==> src/rtl/instr_fetch_unit_if.sv <==
// Fetch unit bus bundle: instruction-memory req/gnt/rvalid port and the
// valid/ready instruction hand-off to decode, plus branch inputs and fault status.
interface instr_fetch_unit_if;
  logic        imem_req;
  logic [31:0] imem_addr;
  logic        imem_gnt;
  logic        imem_rvalid;
  logic [31:0] imem_rdata;
  logic [31:0] inst;
  logic [31:0] inst_pc;
  logic        inst_valid;
  logic        inst_ready;
  logic        PC_Src;
  logic [31:0] Imm_Ext;
  logic        fault;
  logic [1:0]  fault_code;

  // Fetch unit side
  modport master (
    output imem_req, imem_addr, inst, inst_pc, inst_valid, fault, fault_code,
    input  imem_gnt, imem_rvalid, imem_rdata, inst_ready, PC_Src, Imm_Ext
  );

  // Memory / decode side
  modport slave (
    input  imem_req, imem_addr, inst, inst_pc, inst_valid, fault, fault_code,
    output imem_gnt, imem_rvalid, imem_rdata, inst_ready, PC_Src, Imm_Ext
  );
endinterface

==> src/rtl/instr_fetch_unit.sv <==
// Program counter and single-outstanding instruction fetch sequencer.
// Issues one memory request at a time, hands the fetched word to decode, then
// computes the next PC on accept. Misaligned targets and memory timeouts trap
// into a sticky fault state that only reset leaves.
module instr_fetch_unit #(
  parameter logic [31:0] RESET_VECTOR = 32'h0000_1000,
  parameter int unsigned TIMEOUT      = 255
) (
  input  logic              clk,
  input  logic              reset,
  instr_fetch_unit_if.master bus
);

  localparam int unsigned CNT_W = 8;
  localparam int unsigned ST_W  = 3;

  localparam logic [ST_W-1:0] S_BOOT  = 3'd0;
  localparam logic [ST_W-1:0] S_REQ   = 3'd1;
  localparam logic [ST_W-1:0] S_WAIT  = 3'd2;
  localparam logic [ST_W-1:0] S_VALID = 3'd3;
  localparam logic [ST_W-1:0] S_FAULT = 3'd4;

  localparam logic [1:0] FC_NONE     = 2'b00;
  localparam logic [1:0] FC_MISALIGN = 2'b01;
  localparam logic [1:0] FC_TIMEOUT  = 2'b10;

  localparam logic [CNT_W-1:0] TIMEOUT_CNT = CNT_W'(TIMEOUT);

  logic [ST_W-1:0]  state_q, state_d;
  logic [31:0]      pc_q, pc_d;
  logic [31:0]      inst_q, inst_d;
  logic [31:0]      inst_pc_q, inst_pc_d;
  logic [CNT_W-1:0] cnt_q, cnt_d;
  logic [CNT_W-1:0] cnt_inc;
  logic [1:0]       fcode_q, fcode_d;
  logic             req_q, valid_q, fault_q;
  logic [31:0]      target;

  // Next PC for the instruction being accepted (32-bit wrap is intended)
  assign target  = bus.PC_Src ? (inst_pc_q + bus.Imm_Ext) : (inst_pc_q + 32'd4);
  assign cnt_inc = cnt_q + CNT_W'(1);

  // Next-state and datapath update
  always_comb begin
    state_d   = state_q;
    pc_d      = pc_q;
    inst_d    = inst_q;
    inst_pc_d = inst_pc_q;
    cnt_d     = cnt_q;
    fcode_d   = fcode_q;
    case (state_q)
      S_BOOT: begin
        state_d = S_REQ;
      end
      S_REQ: begin
        if (bus.imem_gnt) begin
          state_d = S_WAIT;
          cnt_d   = '0;
        end
      end
      S_WAIT: begin
        // A response on the timeout cycle still counts as a normal fetch
        if (bus.imem_rvalid) begin
          state_d   = S_VALID;
          inst_d    = bus.imem_rdata;
          inst_pc_d = pc_q;
        end else if (cnt_inc == TIMEOUT_CNT) begin
          state_d = S_FAULT;
          fcode_d = FC_TIMEOUT;
        end else begin
          cnt_d = cnt_inc;
        end
      end
      S_VALID: begin
        if (bus.inst_ready) begin
          // PC takes the target even when misaligned so it is visible for debug
          pc_d = target;
          if (target[1:0] != 2'b00) begin
            state_d = S_FAULT;
            fcode_d = FC_MISALIGN;
          end else begin
            state_d = S_REQ;
          end
        end
      end
      S_FAULT: begin
        state_d = S_FAULT;
      end
      default: begin
        state_d = S_BOOT;
      end
    endcase
  end

  // State register
  always_ff @(posedge clk) begin
    if (reset) begin
      state_q <= S_BOOT;
    end else begin
      state_q <= state_d;
    end
  end

  // Datapath and registered outputs, decoded from the upcoming state
  always_ff @(posedge clk) begin
    if (reset) begin
      pc_q      <= RESET_VECTOR;
      inst_q    <= '0;
      inst_pc_q <= '0;
      cnt_q     <= '0;
      fcode_q   <= FC_NONE;
      req_q     <= 1'b0;
      valid_q   <= 1'b0;
      fault_q   <= 1'b0;
    end else begin
      pc_q      <= pc_d;
      inst_q    <= inst_d;
      inst_pc_q <= inst_pc_d;
      cnt_q     <= cnt_d;
      fcode_q   <= fcode_d;
      req_q     <= (state_d == S_REQ);
      valid_q   <= (state_d == S_VALID);
      fault_q   <= (state_d == S_FAULT);
    end
  end

  assign bus.imem_req   = req_q;
  assign bus.imem_addr  = pc_q;
  assign bus.inst       = inst_q;
  assign bus.inst_pc    = inst_pc_q;
  assign bus.inst_valid = valid_q;
  assign bus.fault      = fault_q;
  assign bus.fault_code = fcode_q;

endmodule

==> src/flat_wrapper.sv <==
// flat-port wrapper written by rule: the top's interface ports become plain ports
module instr_fetch_unit_flat 
#(
  parameter logic [31:0] RESET_VECTOR = 32'h0000_1000,
  parameter int unsigned TIMEOUT      = 255
)
  (clk, reset, bus_imem_req, bus_imem_addr, bus_inst, bus_inst_pc, bus_inst_valid, bus_fault, bus_fault_code, bus_imem_gnt, bus_imem_rvalid, bus_imem_rdata, bus_inst_ready, bus_PC_Src, bus_Imm_Ext);
  instr_fetch_unit_if bus_i ();
  input  logic clk;
  input  logic reset;
  output wire logic [$bits(bus_i.imem_req)-1:0] bus_imem_req;
  output wire logic [$bits(bus_i.imem_addr)-1:0] bus_imem_addr;
  output wire logic [$bits(bus_i.inst)-1:0] bus_inst;
  output wire logic [$bits(bus_i.inst_pc)-1:0] bus_inst_pc;
  output wire logic [$bits(bus_i.inst_valid)-1:0] bus_inst_valid;
  output wire logic [$bits(bus_i.fault)-1:0] bus_fault;
  output wire logic [$bits(bus_i.fault_code)-1:0] bus_fault_code;
  input wire logic [$bits(bus_i.imem_gnt)-1:0] bus_imem_gnt;
  input wire logic [$bits(bus_i.imem_rvalid)-1:0] bus_imem_rvalid;
  input wire logic [$bits(bus_i.imem_rdata)-1:0] bus_imem_rdata;
  input wire logic [$bits(bus_i.inst_ready)-1:0] bus_inst_ready;
  input wire logic [$bits(bus_i.PC_Src)-1:0] bus_PC_Src;
  input wire logic [$bits(bus_i.Imm_Ext)-1:0] bus_Imm_Ext;
  assign bus_imem_req = bus_i.imem_req;
  assign bus_imem_addr = bus_i.imem_addr;
  assign bus_inst = bus_i.inst;
  assign bus_inst_pc = bus_i.inst_pc;
  assign bus_inst_valid = bus_i.inst_valid;
  assign bus_fault = bus_i.fault;
  assign bus_fault_code = bus_i.fault_code;
  assign bus_i.imem_gnt = bus_imem_gnt;
  assign bus_i.imem_rvalid = bus_imem_rvalid;
  assign bus_i.imem_rdata = bus_imem_rdata;
  assign bus_i.inst_ready = bus_inst_ready;
  assign bus_i.PC_Src = bus_PC_Src;
  assign bus_i.Imm_Ext = bus_Imm_Ext;
  instr_fetch_unit #(.RESET_VECTOR(RESET_VECTOR), .TIMEOUT(TIMEOUT)) u_core (.clk(clk), .reset(reset), .bus(bus_i));
endmodule
==> config.mk <==
export PLATFORM = sky130hd
export DESIGN_NAME = instr_fetch_unit_flat
export DESIGN_NICKNAME = d
export VERILOG_FILES = /design/src/rtl/instr_fetch_unit_if.sv /design/src/rtl/instr_fetch_unit.sv /design/src/flat_wrapper.sv
export SDC_FILE = /design/constraint.sdc
export NUM_CORES = 1
export LEC_CHECK = 0
export BUFFER_PORTS_ARGS = -buffer_cell sky130_fd_sc_hd__buf_2
export CAP_MARGIN = 20
export CORE_MARGIN = 10
export CORE_UTILIZATION = 40
export CTS_CLUSTER_DIAMETER = 150
export CTS_CLUSTER_SIZE = 40
export DETAILED_ROUTE_END_ITERATION = 8
export GPL_TIMING_DRIVEN = 0
export PLACE_DENSITY = 0.59
export SYNTH_ARGS = -nofsm -noshare
export SYNTH_HDL_FRONTEND = slang
export SYNTH_SLANG_ARGS = --single-unit
==> constraint.sdc <==
create_clock -name clk -period 3.75 [get_ports clk]
set_clock_uncertainty 0.05 [all_clocks]
set_input_delay 0.1875 -clock clk [delete_from_list [all_inputs] [get_ports clk]]
set_output_delay 0.1875 -clock clk [all_outputs]
set_load 0.005 [all_outputs]
==> results by group, run 1 <==
Pwr
  • Clock power share: 0.397
  • PD cells: 329 nW/µm²
  • VDD IR max: 0.334 mV
  • Sw Ratio: 0.279
  • Internal power: 1.97 mW
  • Leakage power: 3.57 nW
  • Sequential Power Share: 0.458
  • Combinational share of power: 0.145
  • Sw power: 0.760 mW

Yosys
  • Simple-gate share of the synthesized area: 0.243
  • Avg Cell Area, Syn: 7.55 µm²
  • Post-synthesis async set-or-reset flop share: 0
  • Most used DFF post-synth: dfxtp_1
  • Post-Syn Nets: 990
  • Xor and xnor fraction of the mapped netlist area: 0.0629
  • Synth unique cells: 65
  • Post-Synth Adder-Cell Area: 0.0666
  • Area of the mapped netlist: 6680 µm²
  • Synth Area in Compound Gates: 0.241
  • Syn Inst Count: 885
  • Largest family of logic cells by synthesized area: simple AND/OR/NAND/NOR gates
  • Ys Warns: 0
  • Mux cell area share after synthesis: 0.0107
  • Sequential share of the synthesized area: 0.335
  • EDFF count, synth: 0
  • Flip-flop and latch count after synthesis: 112

Route
  • First-pass detailed-route iteration total: 5
  • Initial DRC Count: 403
  • Via-per-instance ratio: 5.33
  • Final WL: 23.4 mm
  • Vias: 6964
  • Routed Antenna Nets: 0
  • # DRC: 0
  • Wire length per cell: 17.9 µm

Placed design
  • Placed cells: 1275
  • Port bufs: 169
  • Gpl congestion: 0.911
  • HPWL after DPL: 17.6 mm

Critical path
  • Crit path from: u_core.bus.inst_pc[0]
  • Worst R2R Start: u_core.bus.inst_pc[0]
  • Slowest stage cell, crit path: or4b_1
  • CP required: 3.99 ns
  • CP cell instances: ha_1 -> inv_1 -> fa_1 -> and2b_1 -> o211ai_2 -> a31oi_4 -> a21oi_2 -> o31ai_4 -> a31oi_1 -> or4b_1 -> a31oi_1
  • Worst R2R Path Depth: 11
  • Critical path's most frequent cell: a31oi_1
  • Buffers plus inverters on the worst setup path: 1
  • Stages on the worst setup path: 11
  • Critical Path End: u_core.bus.imem_addr[24]
  • R2r setup slk: 0.63 ns
  • Crit path launch type: register
  • RR Endpoint: u_core.bus.imem_addr[24]
  • Setup crit end kind: register
  • CP arrival: 3.35 ns
  • CP peak stage delay: 0.48 ns
  • Crit path max fanout: 5
  • Crit path kind: reg -> reg
  • Crit-path leading delay family: compound AO/OA/AOI/OAI gates

Run status
  • Status: finished clean

Global routing
  • Number of global-route vias before repair: 6763
  • Global Route Usage Sum: 0.205
  • Gr ovfl total: 0
  • First-pass GRT wire length: 36.7 mm
  • Largest net degree at the start of global routing: 20
  • Initial antenna violation count: 0

STA
  • Relative slew slack: 0.399
  • Fmax achieved: 0.321 GHz
  • Final min period: 3.12 ns
  • Setup TNS Final: 0 ns
  • Final hold violation count: 0
  • RSZ-0062 raised after global routing: no
  • # setup viols final: 0
  • Crit share post-route: 0.831
  • Worst-Margin Slew: 0.898 ns
  • Max-slew violations: 0

Final layout
  • # diodes: 0
  • Share of layout cells above drive strength 1: 0.185
  • Highest-count cells in the layout ignoring fill and taps: buf_2 (171), nand2_1 (169), a21oi_1 (125), dfxtp_1 (112), nor2_1 (61)
  • Layout area overhead: 24.0%
  • Leading cell type in the layout, fill and taps excluded: buf_2
  • Non-Filler Instances: 1306
  • Nets: 1186

Floorplan
  • Die Height: 149 µm
  • DIE WIDTH: 149 µm
  • Io pins: 171
  • Core box area: 16500 µm²
  • Rows: 47
  • Initial Util: 0.406
  • Die area: 22300 µm²

CTS
  • Root Buffer: clkbuf_16
  • CTS tree: yes
  • Cts bufs inserted: 9
  • Setup bufs post-CTS: 0
  • Later-pin clock latency in the skew report: 0.37 ns
  • CTS Buffer Depth: 2
  • Clock transition at path regs: 0.08 ns
  • H-tree Lvls: 3
  • Clock sinks: 112

Run
  • Max Cap Viol: 0

Hold path
  • Worst min-delay path category: in -> reg
-- worst register-to-register path, delay by kind of cell, from the launching register on --
kind                       cells  cell delay (ns)
AOI/OAI and AO/OA              6             1.17
adders and majority gates      2             0.63
buffers and inverters          1             0.07
DFF                            1             0.40
and+or+nand+nor                2             0.72
-- power by group through the flow --
stage / combinational [mW] / sequential [mW] / clock [mW]
after floorplan: 0.218 / 1.28 / 0
after global placement: 0.381 / 1.28 / 0
after detailed placement: 0.380 / 1.28 / 0
after CTS: 0.394 / 1.25 / 1.10
after global routing: 0.438 / 1.25 / 1.14
final: 0.394 / 1.25 / 1.08
-- through the flow --
| step | setup slack [ns] | power [mW] | util | cell area (µm²) | hold WS [ns] |
|---|---|---|---|---|---|
| after detailed placement | 0.655 | 1.66 | 0.474 | 7810 | 0.383 |
| final | 0.633 | 2.73 | 0.503 | 8290 | 0.00893 |
| after CTS | 0.625 | 2.74 | 0.503 | 8290 | 0.000460 |
| after global routing | 0.441 | 2.83 | 0.503 | 8290 | 0.00754 |
| after floorplan | 0.988 | 1.49 | - | 6680 | 0.273 |
| after global placement | 0.675 | 1.66 | 0.474 | 7800 | 0.379 |
-- area by class of cell --
class / count / area [µm²]
fill: 1704 / 8180
multi-input combinational: 701 / 4170
tap: 220 / 275
clock buffer: 9 / 225
buffer: 51 / 193
sequential: 112 / 2240
timing repair buffer: 185 / 1000
inverter: 21 / 78.8
clock inverter: 7 / 100
-- how the worst min path moves through the flow --
stage                                  start                  end  slack (ns)  cells past startpoint
after floorplan            bus_imem_rdata[0]   u_core.bus.inst[0]        0.27                      2
after global placement    bus_imem_rdata[20]  u_core.bus.inst[20]        0.38                      3
after detailed placement  bus_imem_rdata[13]  u_core.bus.inst[13]        0.38                      3
after CTS                  bus_imem_rdata[7]   u_core.bus.inst[7]      0.0005                      3
after global routing       bus_imem_rdata[4]   u_core.bus.inst[4]       0.008                      3
final                     bus_imem_rdata[12]  u_core.bus.inst[12]       0.009                      3
-- cell usage after synthesis, types with 3 or more instances --
master      n  area, µm²
a31oi_1    12       75.1
xor2_1     15        131
nand2_1   169        634
o21ai_0    32        160
nor3b_1     5       37.5
o211ai_1    4       30.0
and4_1      4       35.0
nand3b_1    7       52.6
a21o_1     18        135
a21oi_1   125        626
dfxtp_1   112       2240
or3_1       3       18.8
xnor2_1    33        289
and3_1     15       93.8
nand2b_1    3       18.8
or2_2       3       18.8
clkbuf_1   48        180
mux2i_1     6       60.1
a211oi_1   14        105
a22oi_1     5       37.5
nand3_1    29        145
ha_1       34        425
nand4_1    14       87.6
and2_1      8       50.1
nor2b_1     3       18.8
a211o_1     8       70.1
nor3_1     19       95.1
nor2_1     61        229
o21bai_1    4       30.0
a22o_1      3       26.3
o21a_1      6       45.0
inv_1      21       78.8
-- registers in the layout, indices dropped and copies added, names as in the netlist --
signal,cells
u_core.bus.imem_addr,32
u_core.bus.inst,32
u_core.bus.inst_pc,32
u_core.cnt_q,8
u_core.state_q,3
u_core.bus.fault_code,2
u_core.bus.fault,1
u_core.bus.imem_req,1
u_core.bus.inst_valid,1
-- repair_timing --
action                    in CTS  in global routing
hold buffers                  15                  0
hold endpoints to repair      15                  0
resized for setup              0                  0
-- logic make-up after synthesis --
group	Yosys count
buf+inv	72
mux	7
fa+ha+maj	35
flops	112
simple gates	353
compound gates	258
xor+xnor	48
-- routing by layer --
metal	track usage	share of wire	wire length, µm
met2	0.333	0.46	10800
met3	0.0625	0.070	1630
met4	0.0383	0.0092	216
met1	0.263	0.46	10700
met5	0	0	0
(Power assumes the default switching activity.)
==> inputs of run 2 (changes only) <==
Settings changed: PLACE_DENSITY 0.59 to 0.61.
Clock period 3.75 ns to 2.5 ns, I/O delays scaled along.
==> results by group, run 2 (synthesis gave the netlist of run 1 again) <==
CTS
  • CTS Buffer Depth: 2
  • Root Buffer: clkbuf_16
  • Later-pin clock latency in the skew report: 0.36 ns
  • H-tree Lvls: 3
  • Clock transition at path regs: 0.08 ns
  • CTS tree: yes
  • Clock sinks: 112
  • Cts bufs inserted: 9

Floorplan
  • Die area: 22300 µm²
  • Core box area: 16500 µm²
  • Rows: 47
  • DIE WIDTH: 149 µm
  • Die Height: 149 µm
  • Io pins: 171
  • Initial Util: 0.406

STA
  • Max-slew violations: 0
  • RSZ-0062 raised after global routing: yes
  • Worst setup margin: -0.334 ns
  • Setup TNS Final: -2.09 ns
  • Hold WS: 0.112 ns
  • Final hold violation count: 0
  • # setup viols final: 16
  • Crit share post-route: 1.13
  • Final min period: 2.83 ns
  • Relative slew slack: 0.437
  • Fmax achieved: 0.353 GHz
  • Worst-Margin Slew: 0.845 ns

Global routing
  • Most Used Layer, Global Route: met2
  • Grt met2 use: 0.345
  • Initial antenna violation count: 0
  • Global routing usage on met3: 0.0592
  • First-pass GRT wire length: 37.5 mm
  • Number of global-route vias before repair: 7155
  • Global Route Usage Sum: 0.208
  • Met1 usage: 0.258
  • Largest net degree at the start of global routing: 19
  • Gr ovfl total: 0

Critical path
  • CP arrival: 3.07 ns
  • Crit path launch type: register
  • R2r setup slk: -0.33 ns
  • Worst R2R Start: u_core.bus.inst_pc[0]
  • Slowest stage cell, crit path: or4b_1
  • Crit path kind: reg -> reg
  • CP cell instances: ha_4 -> inv_2 -> fa_2 -> and2b_1 -> o211ai_2 -> a31oi_4 -> a21oi_4 -> o31ai_4 -> a31oi_2 -> or4b_1 -> a31oi_1
  • Crit path max fanout: 2
  • Setup crit end kind: register
  • Worst R2R Path Depth: 11
  • CP peak stage delay: 0.54 ns
  • RR Endpoint: u_core.bus.imem_addr[24]
  • CP required: 2.73 ns

Final layout
  • Layout area overhead: 36.8%
  • Leading cell type in the layout, fill and taps excluded: buf_2
  • Share of layout cells above drive strength 1: 0.273
  • Nets: 1233
  • # fillers: 1624
  • Highest-count cells in the layout ignoring fill and taps: buf_2 (171), nand2_1 (168), a21oi_1 (115), dfxtp_1 (96), nor2_1 (60)
  • Reg area: 2280 µm²
  • Multi-input logic area: 4540 µm²
  • Final core utilization: 0.555
  • # diodes: 0

Placed design
  • Gpl congestion: 0.958
  • HPWL after DPL: 17.4 mm
  • Port bufs: 169

Route
  • Final WL: 24.0 mm
  • Vias: 7292
  • # DRC: 0
  • First-pass detailed-route iteration total: 4
  • Via-per-instance ratio: 5.39
  • Wire length per cell: 17.7 µm
  • Initial DRC Count: 391
  • Routed Antenna Nets: 0

Run status
  • Failing checks: negative setup slack
  • Status: finished, violations left

Hold path
  • Worst min-delay path category: in -> reg
  • Hold path start: bus_imem_rvalid
  • Worst Hold End: u_core.bus.fault_code[1]
  • Cells on Worst Hold Path: 4

Run
  • Max Cap Viol: 0

Pwr
  • PD cells: 448 nW/µm²
  • Total power: 4.10 mW
  • VDD IR max: 0.375 mV
  • Leakage power: 3.90 nW
## run 2: cell types whose count changed in the layout (fill, tap and decap cells not counted), moves of 9 or more
cell	change
a21oi_1	-10
o21ai_0	-11
buf_4	+32
dfxtp_1	-16
clkbuf_1	-9
ha_1	-13
dlygate4sd3_1	+17
## run 2: layer usage
layer / share of wire / wire, µm
met5: 0 / 0
met4: 0.021 / 514
met3: 0.078 / 1870
met2: 0.47 / 11300
met1: 0.43 / 10300
## run 2: power by group
part	internal (mW)	switching (mW)
registers	1.83	0.0353
logic	0.265	0.393
clock network	0.878	0.696
total	2.97	1.12
## run 2: worst max-delay path by stage
| stage | cells past startpoint | slack [ns] | from | endpoint |
|---|---|---|---|---|
| 2_1_floorplan | 11 | -0.02 | u_core.bus.inst_pc[0] | u_core.bus.imem_addr[24] |
| 3_3_place_gp | 10 | -0.60 | u_core.bus.inst_pc[15] | u_core.bus.imem_addr[27] |
| 3_5_place_dp | 10 | -0.61 | u_core.bus.inst_pc[15] | u_core.bus.imem_addr[27] |
| 4_1_cts | 13 | -0.27 | u_core.bus.inst_pc[0] | u_core.bus.imem_addr[30] |
| 5_1_grt | 11 | -0.38 | u_core.bus.inst_pc[0] | u_core.bus.imem_addr[24] |
| 6_report | 11 | -0.33 | u_core.bus.inst_pc[0] | u_core.bus.imem_addr[24] |
## run 2: layout make-up
cell class	count	share of cell area
Multi-Input combinational cell	701	0.497
Sequential cell	112	0.250
Timing Repair Buffer	238	0.160
Tap cell	220	0.0301
Clock buffer	12	0.0293
Buffer	45	0.0198
Inverter	21	0.00862
Clock inverter	4	0.00616
## run 2: critical path: cells and delay by family, from the launching register on
family	cells	cell delay (ns)
fa+ha+maj	2	0.46
flops	1	0.36
simple gates	2	0.77
compound gates	6	1.06
buf+inv	1	0.03
## run 2: per-stage QoR
stage               instance area (µm²)  setup WS (ns)  std cells
floorplan                          6710        -0.0203        885
global placement                   7830         -0.595       1274
detailed placement                 7840         -0.613       1275
CTS                                8880         -0.267       1339
global route                       9140         -0.378       1353
finish                             9140         -0.334       1353
## run 2: timing repair
item / CTS / global route
endpoints found under the hold margin: 32 / 0
gates resized for setup: 68 / 43
hold buffers: 32 / 0
buffers inserted: 20 / 17
setup endpoints to repair: 85 / 40
pin swaps: 22 / 26
